File: src/rtl/fir_mac_sched.sv
// ---------------------------------------------------------------------------
// fir_mac_sched
//
// Sequencer for a time-multiplexed FIR datapath: a single multiplier and an
// accumulating adder are shared across all taps. For each accepted input
// sample the block writes the sample into a circular delay line, then walks
// TAPS coefficient/sample read addresses (newest sample first). It drives the
// accumulator clear/enable so they line up with the multiplier and adder
// pipeline latencies, and holds out_valid until downstream accepts.
//
// Parameters
//   TAPS     number of filter taps (>=2, power of two)
//   AW       address width, = clog2(TAPS)
//   MUL_LAT  multiplier pipeline latency in cycles (>=1)
//   ADD_LAT  adder/accumulator register latency in cycles (>=1)
//
// Ports
//   clk        in   1   clock, rising edge
//   rst        in   1   synchronous reset, active low
//   samp_stb   in   1   new input sample present this cycle (no backpressure)
//   busy       out  1   a sample strobe this cycle will be dropped
//   wr_en      out  1   write delay line at wr_addr
//   wr_addr    out  AW  delay-line write address
//   rd_addr    out  AW  delay-line read address for current tap
//   coef_addr  out  AW  coefficient ROM address for current tap
//   acc_clr    out  1   accumulator loads product instead of adding
//   acc_en     out  1   accumulator update enable
//   out_valid  out  1   accumulator holds a finished result
//   out_ready  in   1   downstream accepts the result
//   drop_cnt   out  8   saturating count of dropped samples
//
// Configuration
//   FIR_SCHED_DROP_CNT_EN  when defined, drop_cnt counts samp_stb && busy and
//                          saturates at 255 (cleared only by reset). When it
//                          is undefined, drop_cnt is tied to zero.
// ---------------------------------------------------------------------------
module fir_mac_sched #(
    parameter int TAPS    = 8,
    parameter int AW      = 3,
    parameter int MUL_LAT = 1,
    parameter int ADD_LAT = 1
) (
    input  logic          clk,
    input  logic          rst,
    input  logic          samp_stb,
    output logic          busy,
    output logic          wr_en,
    output logic [AW-1:0] wr_addr,
    output logic [AW-1:0] rd_addr,
    output logic [AW-1:0] coef_addr,
    output logic          acc_clr,
    output logic          acc_en,
    output logic          out_valid,
    input  logic          out_ready,
    output logic [7:0]    drop_cnt
);

    // The last product leaves the multiplier MUL_LAT cycles after its issue
    // and lands in the accumulator ADD_LAT cycles later. One of those cycles
    // overlaps the final RUN cycle, which leaves this many DRAIN cycles.
    localparam int DRAIN_CYC = MUL_LAT + ADD_LAT - 1;
    localparam int DCW       = (DRAIN_CYC > 1) ? $clog2(DRAIN_CYC) : 1;

    typedef enum logic [1:0] {
        IDLE  = 2'd0,
        RUN   = 2'd1,
        DRAIN = 2'd2,
        DONE  = 2'd3
    } state_t;

    state_t               state_q,     state_d;
    logic [AW-1:0]        wr_ptr_q,    wr_ptr_d;
    logic [AW-1:0]        k_q,         k_d;
    logic [DCW-1:0]       drain_q,     drain_d;
    logic [AW-1:0]        rd_addr_q,   rd_addr_d;
    logic [AW-1:0]        coef_addr_q, coef_addr_d;
    logic [MUL_LAT-1:0]   en_pipe_q,   en_pipe_d;
    logic [MUL_LAT-1:0]   clr_pipe_q,  clr_pipe_d;
    logic                 out_valid_q, out_valid_d;

    logic                 handshake;
    logic [AW-1:0]        wr_ptr_inc;

    assign handshake  = (state_q == DONE) && out_ready;
    assign wr_ptr_inc = wr_ptr_q + AW'(1);

    // State register: every flop of the sequencer lives here.
    always_ff @(posedge clk) begin
        if (!rst) begin
            state_q     <= IDLE;
            wr_ptr_q    <= '0;
            k_q         <= '0;
            drain_q     <= '0;
            rd_addr_q   <= '0;
            coef_addr_q <= '0;
            en_pipe_q   <= '0;
            clr_pipe_q  <= '0;
            out_valid_q <= 1'b0;
        end else begin
            state_q     <= state_d;
            wr_ptr_q    <= wr_ptr_d;
            k_q         <= k_d;
            drain_q     <= drain_d;
            rd_addr_q   <= rd_addr_d;
            coef_addr_q <= coef_addr_d;
            en_pipe_q   <= en_pipe_d;
            clr_pipe_q  <= clr_pipe_d;
            out_valid_q <= out_valid_d;
        end
    end

    // Next-state logic. wr_ptr points at the newest sample while the taps are
    // walked. It advances only on the result handshake, so a back-to-back
    // sample is written at the incremented pointer.
    always_comb begin
        state_d  = state_q;
        wr_ptr_d = wr_ptr_q;
        k_d      = k_q;
        drain_d  = drain_q;
        case (state_q)
            IDLE: begin
                if (samp_stb) begin
                    state_d = RUN;
                    k_d     = '0;
                end
            end
            RUN: begin
                if (k_q == AW'(TAPS - 1)) begin
                    state_d = DRAIN;
                    drain_d = '0;
                end else begin
                    k_d = k_q + AW'(1);
                end
            end
            DRAIN: begin
                if (drain_q == DCW'(DRAIN_CYC - 1)) begin
                    state_d = DONE;
                end else begin
                    drain_d = drain_q + DCW'(1);
                end
            end
            DONE: begin
                if (out_ready) begin
                    wr_ptr_d = wr_ptr_inc;
                    k_d      = '0;
                    state_d  = samp_stb ? RUN : IDLE;
                end
            end
            default: begin
                state_d = IDLE;
            end
        endcase
    end

    // Output logic. The registered outputs are computed from the next-state
    // values, so they change on the same edge as the state. Addresses hold
    // their last value outside RUN, which keeps them frozen during a stall.
    always_comb begin
        rd_addr_d   = rd_addr_q;
        coef_addr_d = coef_addr_q;
        if (state_d == RUN) begin
            rd_addr_d   = wr_ptr_d - k_d;
            coef_addr_d = k_d;
        end

        // Each issue cycle travels down a MUL_LAT-deep pipe, so acc_en and
        // acc_clr appear exactly when the matching product leaves the
        // multiplier. clr is only ever set on an issue cycle, so it cannot
        // show up without en.
        en_pipe_d     = '0;
        clr_pipe_d    = '0;
        en_pipe_d[0]  = (state_q == RUN);
        clr_pipe_d[0] = (state_q == RUN) && (k_q == '0);
        for (int i = 1; i < MUL_LAT; i++) begin
            en_pipe_d[i]  = en_pipe_q[i-1];
            clr_pipe_d[i] = clr_pipe_q[i-1];
        end

        out_valid_d = (state_d == DONE);
    end

    // busy, wr_en and wr_addr are combinational. A sample strobe that
    // coincides with the DONE handshake must be written in that same cycle.
    // It goes to the slot after the current pointer.
    assign busy      = (state_q != IDLE) && !handshake;
    assign wr_en     = rst && samp_stb && !busy;
    assign wr_addr   = handshake ? wr_ptr_inc : wr_ptr_q;

    assign rd_addr   = rd_addr_q;
    assign coef_addr = coef_addr_q;
    assign acc_en    = en_pipe_q[MUL_LAT-1];
    assign acc_clr   = clr_pipe_q[MUL_LAT-1];
    assign out_valid = out_valid_q;

`ifdef FIR_SCHED_DROP_CNT_EN
    logic [7:0] drop_cnt_q, drop_cnt_d;

    // Saturating counter of samples lost while the sequencer was busy.
    always_comb begin
        drop_cnt_d = drop_cnt_q;
        if (samp_stb && busy && (drop_cnt_q != 8'hFF)) begin
            drop_cnt_d = drop_cnt_q + 8'd1;
        end
    end

    always_ff @(posedge clk) begin
        if (!rst) begin
            drop_cnt_q <= 8'd0;
        end else begin
            drop_cnt_q <= drop_cnt_d;
        end
    end

    assign drop_cnt = drop_cnt_q;
`else
    assign drop_cnt = 8'd0;
`endif

endmodule

File: config.mk
export PLATFORM = sky130hd
export DESIGN_NAME = fir_mac_sched
export DESIGN_NICKNAME = d
export VERILOG_FILES = /design/src/rtl/fir_mac_sched.sv
export SDC_FILE = /design/constraint.sdc
export NUM_CORES = 1
export LEC_CHECK = 0
export CAP_MARGIN = 0
export CORE_UTILIZATION = 41
export DETAILED_ROUTE_END_ITERATION = 12
export GPL_TIMING_DRIVEN = 1
export PLACE_DENSITY = 0.73
export SYNTH_ARGS = -nofsm -noshare
export SYNTH_HDL_FRONTEND = slang
export SYNTH_SLANG_ARGS = --single-unit
File: constraint.sdc
create_clock -name clk -period 2.23 [get_ports clk]
set_input_delay 0.223 -clock clk [delete_from_list [all_inputs] [get_ports clk]]
set_output_delay 0.223 -clock clk [all_outputs]
set_load 0.1 [all_outputs]
## Word level (Yosys, flattened, before mapping)

Cells that the tools add are included.

- Bits in registers: 18
- Output and inout port bits: 22
- Logic and storage cells: 48

- Add/sub/neg operators: 4
- Eq/ne operators: 7
- Multiplexer cells: 16
- Reductions and logical operators: 12

Operator list:

| kind | number |
|---|---|
| $mux W3 | 6 |
| $pmux W3 S3 | 1 |
| $mux W2 | 4 |
| $pmux W2 S4 | 1 |
| $add A3 B1 Y3 const B | 2 |
| $eq A2 B2 Y1 const B | 3 |
| $logic_and A1 B1 Y1 | 5 |
| $eq A2 B1 Y1 const B | 2 |
| $reduce_bool A2 Y1 | 2 |
| $eq A3 B3 Y1 const B | 1 |
| $logic_not A3 Y1 | 1 |
| $mux W1 | 3 |
| $sub A3 B3 Y3 | 1 |
| $logic_not A1 Y1 | 2 |
| $logic_not A2 Y1 | 1 |
| $ne A2 B1 Y1 const B | 1 |
| $pmux W1 S2 | 1 |
| $reduce_and A2 Y1 | 1 |
| $add A1 B1 Y1 const B | 1 |

## Longest topological paths before layout

- Depth in word-level cells: 6
- Mapped depth: 8
- Depth with buffers taken out: 8

## Worst setup path after synthesis

Ideal clock, no wire load.

- Kind: reg-to-output
- From: register state_q[0]
- To: output wr_en
- Data arrival time: 2901 ps
- Data required time: 2007 ps
- Slack: -894 ps
- Cell stages (with the launch flop): 5
- Cell sequence: dfxtp_1 and3_2 clkbuf_2 nor2_1 nor2_1

- Longest elaborated chain between the ends: 6
- Elaborated cells on any way between the ends: 7

RTL lines:

| item | RTL line | RTL |
|---|---|---|
| from (decl) | 71 | `state_t state_q, state_d;` |
| from (signal assigned) | 100 | `state_q <= state_d;` |
| $eq A2 B2 Y1 | 84 | `assign handshake = (state_q == DONE) && out_ready;` |
| $logic_and A1 B1 Y1 | 84 |  |
| $logic_not A1 Y1 | 185 | `assign busy = (state_q != IDLE) && !handshake;` |
| $logic_and A1 B1 Y1 * | 185 |  |
| named net busy | 46 | `output logic busy,` |
| $logic_not A1 Y1 * | 186 | `assign wr_en = rst && samp_stb && !busy;` |
| $logic_and A1 B1 Y1 * | 186 |  |
| to (decl) | 47 | `output logic wr_en,` |

The timed path passes the listed nets; every way through them passes the cells marked *.

## Worst setup path in the final report

- From: register k_q[0]
- To: register rd_addr_q[2], in the netlist rd_addr[2]

- Longest elaborated chain between the ends: 4
- Elaborated cells on any way between the ends: 10

RTL lines:

| item | RTL line | RTL |
|---|---|---|
| from (decl) | 73 | `logic [AW-1:0] k_q, k_d;` |
| from (signal assigned) | 102 | `k_q <= k_d;` |
| $add A3 B1 Y3 or $eq A3 B3 Y1 (tied branches) | 132, 128 |  |
| $mux W3 | 128 | `if (k_q == AW'(TAPS - 1)) begin` |
| $pmux W3 S3 * | 120 | `case (state_q)` |
| named net k_d[0] | 73 |  |
| $sub A3 B3 Y3 * | 162 | `rd_addr_d = wr_ptr_d - k_d;` |
| to (signal assigned) | 104 | `rd_addr_q <= rd_addr_d;` |
| to (decl) | 75 | `logic [AW-1:0] rd_addr_q, rd_addr_d;` |

Marked as above.
A chain may end at the register's enable or synchronous reset.

==> reports/metrics.yaml <==
global_routing:
  grt_max_degree: 17
  antenna_found_initial: 0
  overflow: 0
  track_usage: 0.151
  grt_pass1_wl_um: 2720
  grt_pass1_vias: 635
route:
  routed_wl_um: 1600
  ant_nets: 0
  dr.pass1.iters: 4
  drt_iter0_drc: 14
  post_drt_wl_per_cell_um: 11.1
  drc_errors: 0
  via_count: 647
  via_per_inst: 4.49
timing:
  setup_tns_ns: 0
  finClkSkew_ns: 0.00485
  maxSlewViolCount: 0
  finalCritPeriodShare: 0.961
  setup_violations: 0
  min_period_ns: 2.14
  fmax_mhz: 467
  rsz0062_at_grt: "no"
  final-hold-violation-count: 0
  fin_worst_hold_slack_ns: 0.511
  fin_ws_ns: 0.0877
critical_path:
  r2r-end: "rd_addr[2]"
  reg2regPathDepth: 8
  worstPathRequired_ns: 2.47
  reg2reg_slack_ns: 0.09
  critPathLaunchType: "flip-flop"
  r2r-start: "k_q[0]"
  critPathLaunch: "k_q[0]"
  cp-endpoint: "rd_addr[2]"
  worst-path-max-fanout: 2
  crit_type: "reg2reg"
  crit_path_end_kind: "flip-flop"
  worstPathArrival_ns: 2.38
logic_synthesis:
  synth_most_common_cell: "dfxtp_1"
  synth-main-ff-cell: "dfxtp_1"
  netlist_instances: 92
  netlist_area_sq_um: 897
  synth.avg_cell_area_sq_um: 9.75
  ys_seq_area_frac: 0.379
  yosysWarnings: 0
  synth.cells.most_frequent: "dfxtp_1, buf_4, inv_1"
  synth_edf_count: 0
  synth_top_cell_by_area: "dfxtp_1"
  ys_seq_elements: 17
  async_reset_ff_frac: 0
  synth_area_leaders: "dfxtp_1, buf_4, ha_1"
  netlist.area_leader.share: 0.379
  synth_cell_types: 35
clock_tree:
  cts_sinks: 17
  h-tree-depth: 1
  clock_latency_ns: 0.29
  cts_inserted_buffers: 3
  cts_hold_buf: 0
  tritoncts: "done"
  clock_path_buffers: 2
  path_clk_slew_ns: 0.11
  cts_root_buf: "clkbuf_4"
place:
  gp_congestion: 0.802
  place_worst_setup_slack_ns: -0.0697
  placed_cell_area_sq_um: 1150
  numPortBuffers: 17
  hpwl_um: 1250
flow_run:
  max_cap_viol_count: 0
cells_and_area:
  antenna_cells: 0
  area_growth_pct: 31.5
  multi_input_area_sq_um: 485
  fill_cells: 181
  stdcell_area_sq_um: 1180
  drive_above_1_share: 0.333
  final_nets: 127
  seqCellArea_sq_um: 343
outcome:
  status: "complete, no violations"
floorplanning:
  die_w_um: 48.8
  start_util: 0.448
  pin_count: 26
  die_h_um: 48.8
  die_area_sq_um: 2380
  core_sq_um: 2000
  num_rows: 16
power_and_ir_drop:
  ir_worst_vdd_mv: 0.348
  comb_power_share: 0.316
  p_per_area_nw_per_um2: 619
  sequentialPowerShare: 0.445
  p_leak_uw: 0.000565
  clock_power_share: 0.240
  power.switching_uw: 293
  total_power_uw: 731
  switching_share: 0.401
  p_int_uw: 438
worst_hold_path:
  min_path_type: "reg2reg"
## metal layers
metal	wire [um]	global-route usage	vias to the layer above
li1	-	-	339
met2	806	0.262	14
met4	10	0.0588	0
met5	0	0	-
met1	697	0.170	292
met3	81	0.0530	2
## cells by family (layout without fill, tap and decap cells)
group                    count (synthesis)  count (layout)  synth area share
multiplexers                             2               2            0.0223
flip-flops                              17              17             0.379
buffers and inverters                   18              36             0.127
XOR/XNOR                                 3               3            0.0530
AND/OR/NAND/NOR                         29              29             0.187
AO/OA/AOI/OAI                           17              17             0.149
adder cells (fa/ha/maj)                  5               5            0.0781
other                                    1               8           0.00418
## worst min-delay path by stage
stage	start	to	slack [ns]	cells past startpoint
after floorplan	out_ready	out_valid	0.31	1
after global placement	rd_addr[0]	rd_addr[0]	0.49	1
after detailed placement	rd_addr[1]	rd_addr[1]	0.50	1
after CTS	rd_addr[1]	rd_addr[1]	0.52	1
after global routing	state_q[1]	out_valid	0.55	2
final	state_q[1]	out_valid	0.51	2
## power by group through the flow
| stage | Combinational, uW | Clock [uW] | Sequential, uW |
|---|---|---|---|
| 6_report | 231 | 175 | 325 |
| 5_1_grt | 240 | 197 | 327 |
| 3_3_place_gp | 229 | 0 | 332 |
| 2_1_floorplan | 133 | 0 | 396 |
| 4_1_cts | 231 | 183 | 325 |
| 3_5_place_dp | 231 | 0 | 332 |
## worst max-delay path, stage by stage (launching register included)
cell     delay, ns
dfxtp_1       0.33
ha_1          0.21
and3_1        0.19
o21ai_1       0.15
o21ai_0       0.13
ha_1          0.22
fa_1          0.36
xnor3_1       0.35
a21oi_1       0.14
## flip-flops by register name (all words and copies together) (netlist names)
signal,cells
wr_ptr_q,3
acc_clr,1
state_q,2
out_valid,1
rd_addr,3
coef_addr,3
acc_en,1
k_q,3
## cell type report
cell class,instances,share of cell area
flip-flops and latches,17,0.291
inverters,6,0.0191
clock inverters,1,0.00636
repair buffers,26,0.225
clock buffers,3,0.0191
multi-input cells,64,0.411
well taps,27,0.0286
## metrics by stage
| step | std cells | utilization |
|---|---|---|
| after floorplan | 99 | - |
| after global placement | 140 | 0.573 |
| after detailed placement | 140 | 0.573 |
| after CTS | 144 | 0.588 |
| after global routing | 144 | 0.589 |
| final | 144 | 0.589 |
## layout by cell type, fill, tap and decap left out, types with 2 or more instances in the layout
master	netlist	layout
mux2i_1	2	2
dfxtp_1	17	15
ha_1	4	4
nor2b_1	3	3
inv_1	6	6
clkdlybuf4s50_1	0	3
conb_1	1	8
buf_12	0	5
dfxtp_2	0	2
o211a_1	3	3
nor2_2	0	2
and2_1	5	5
nand3_1	3	3
buf_4	8	18
nand2_1	5	5
clkbuf_4	0	3
o21ai_0	5	4
a21oi_1	3	3
nor2_1	5	3
## repair_timing
item | 4_1_cts | 5_1_grt
setup buffers | 0 | 0
resized for setup | 0 | 3
setup endpoints to repair | 0 | 1
hold endpoints to repair | 0 | 0
Power figures use the tool's default switching activity.
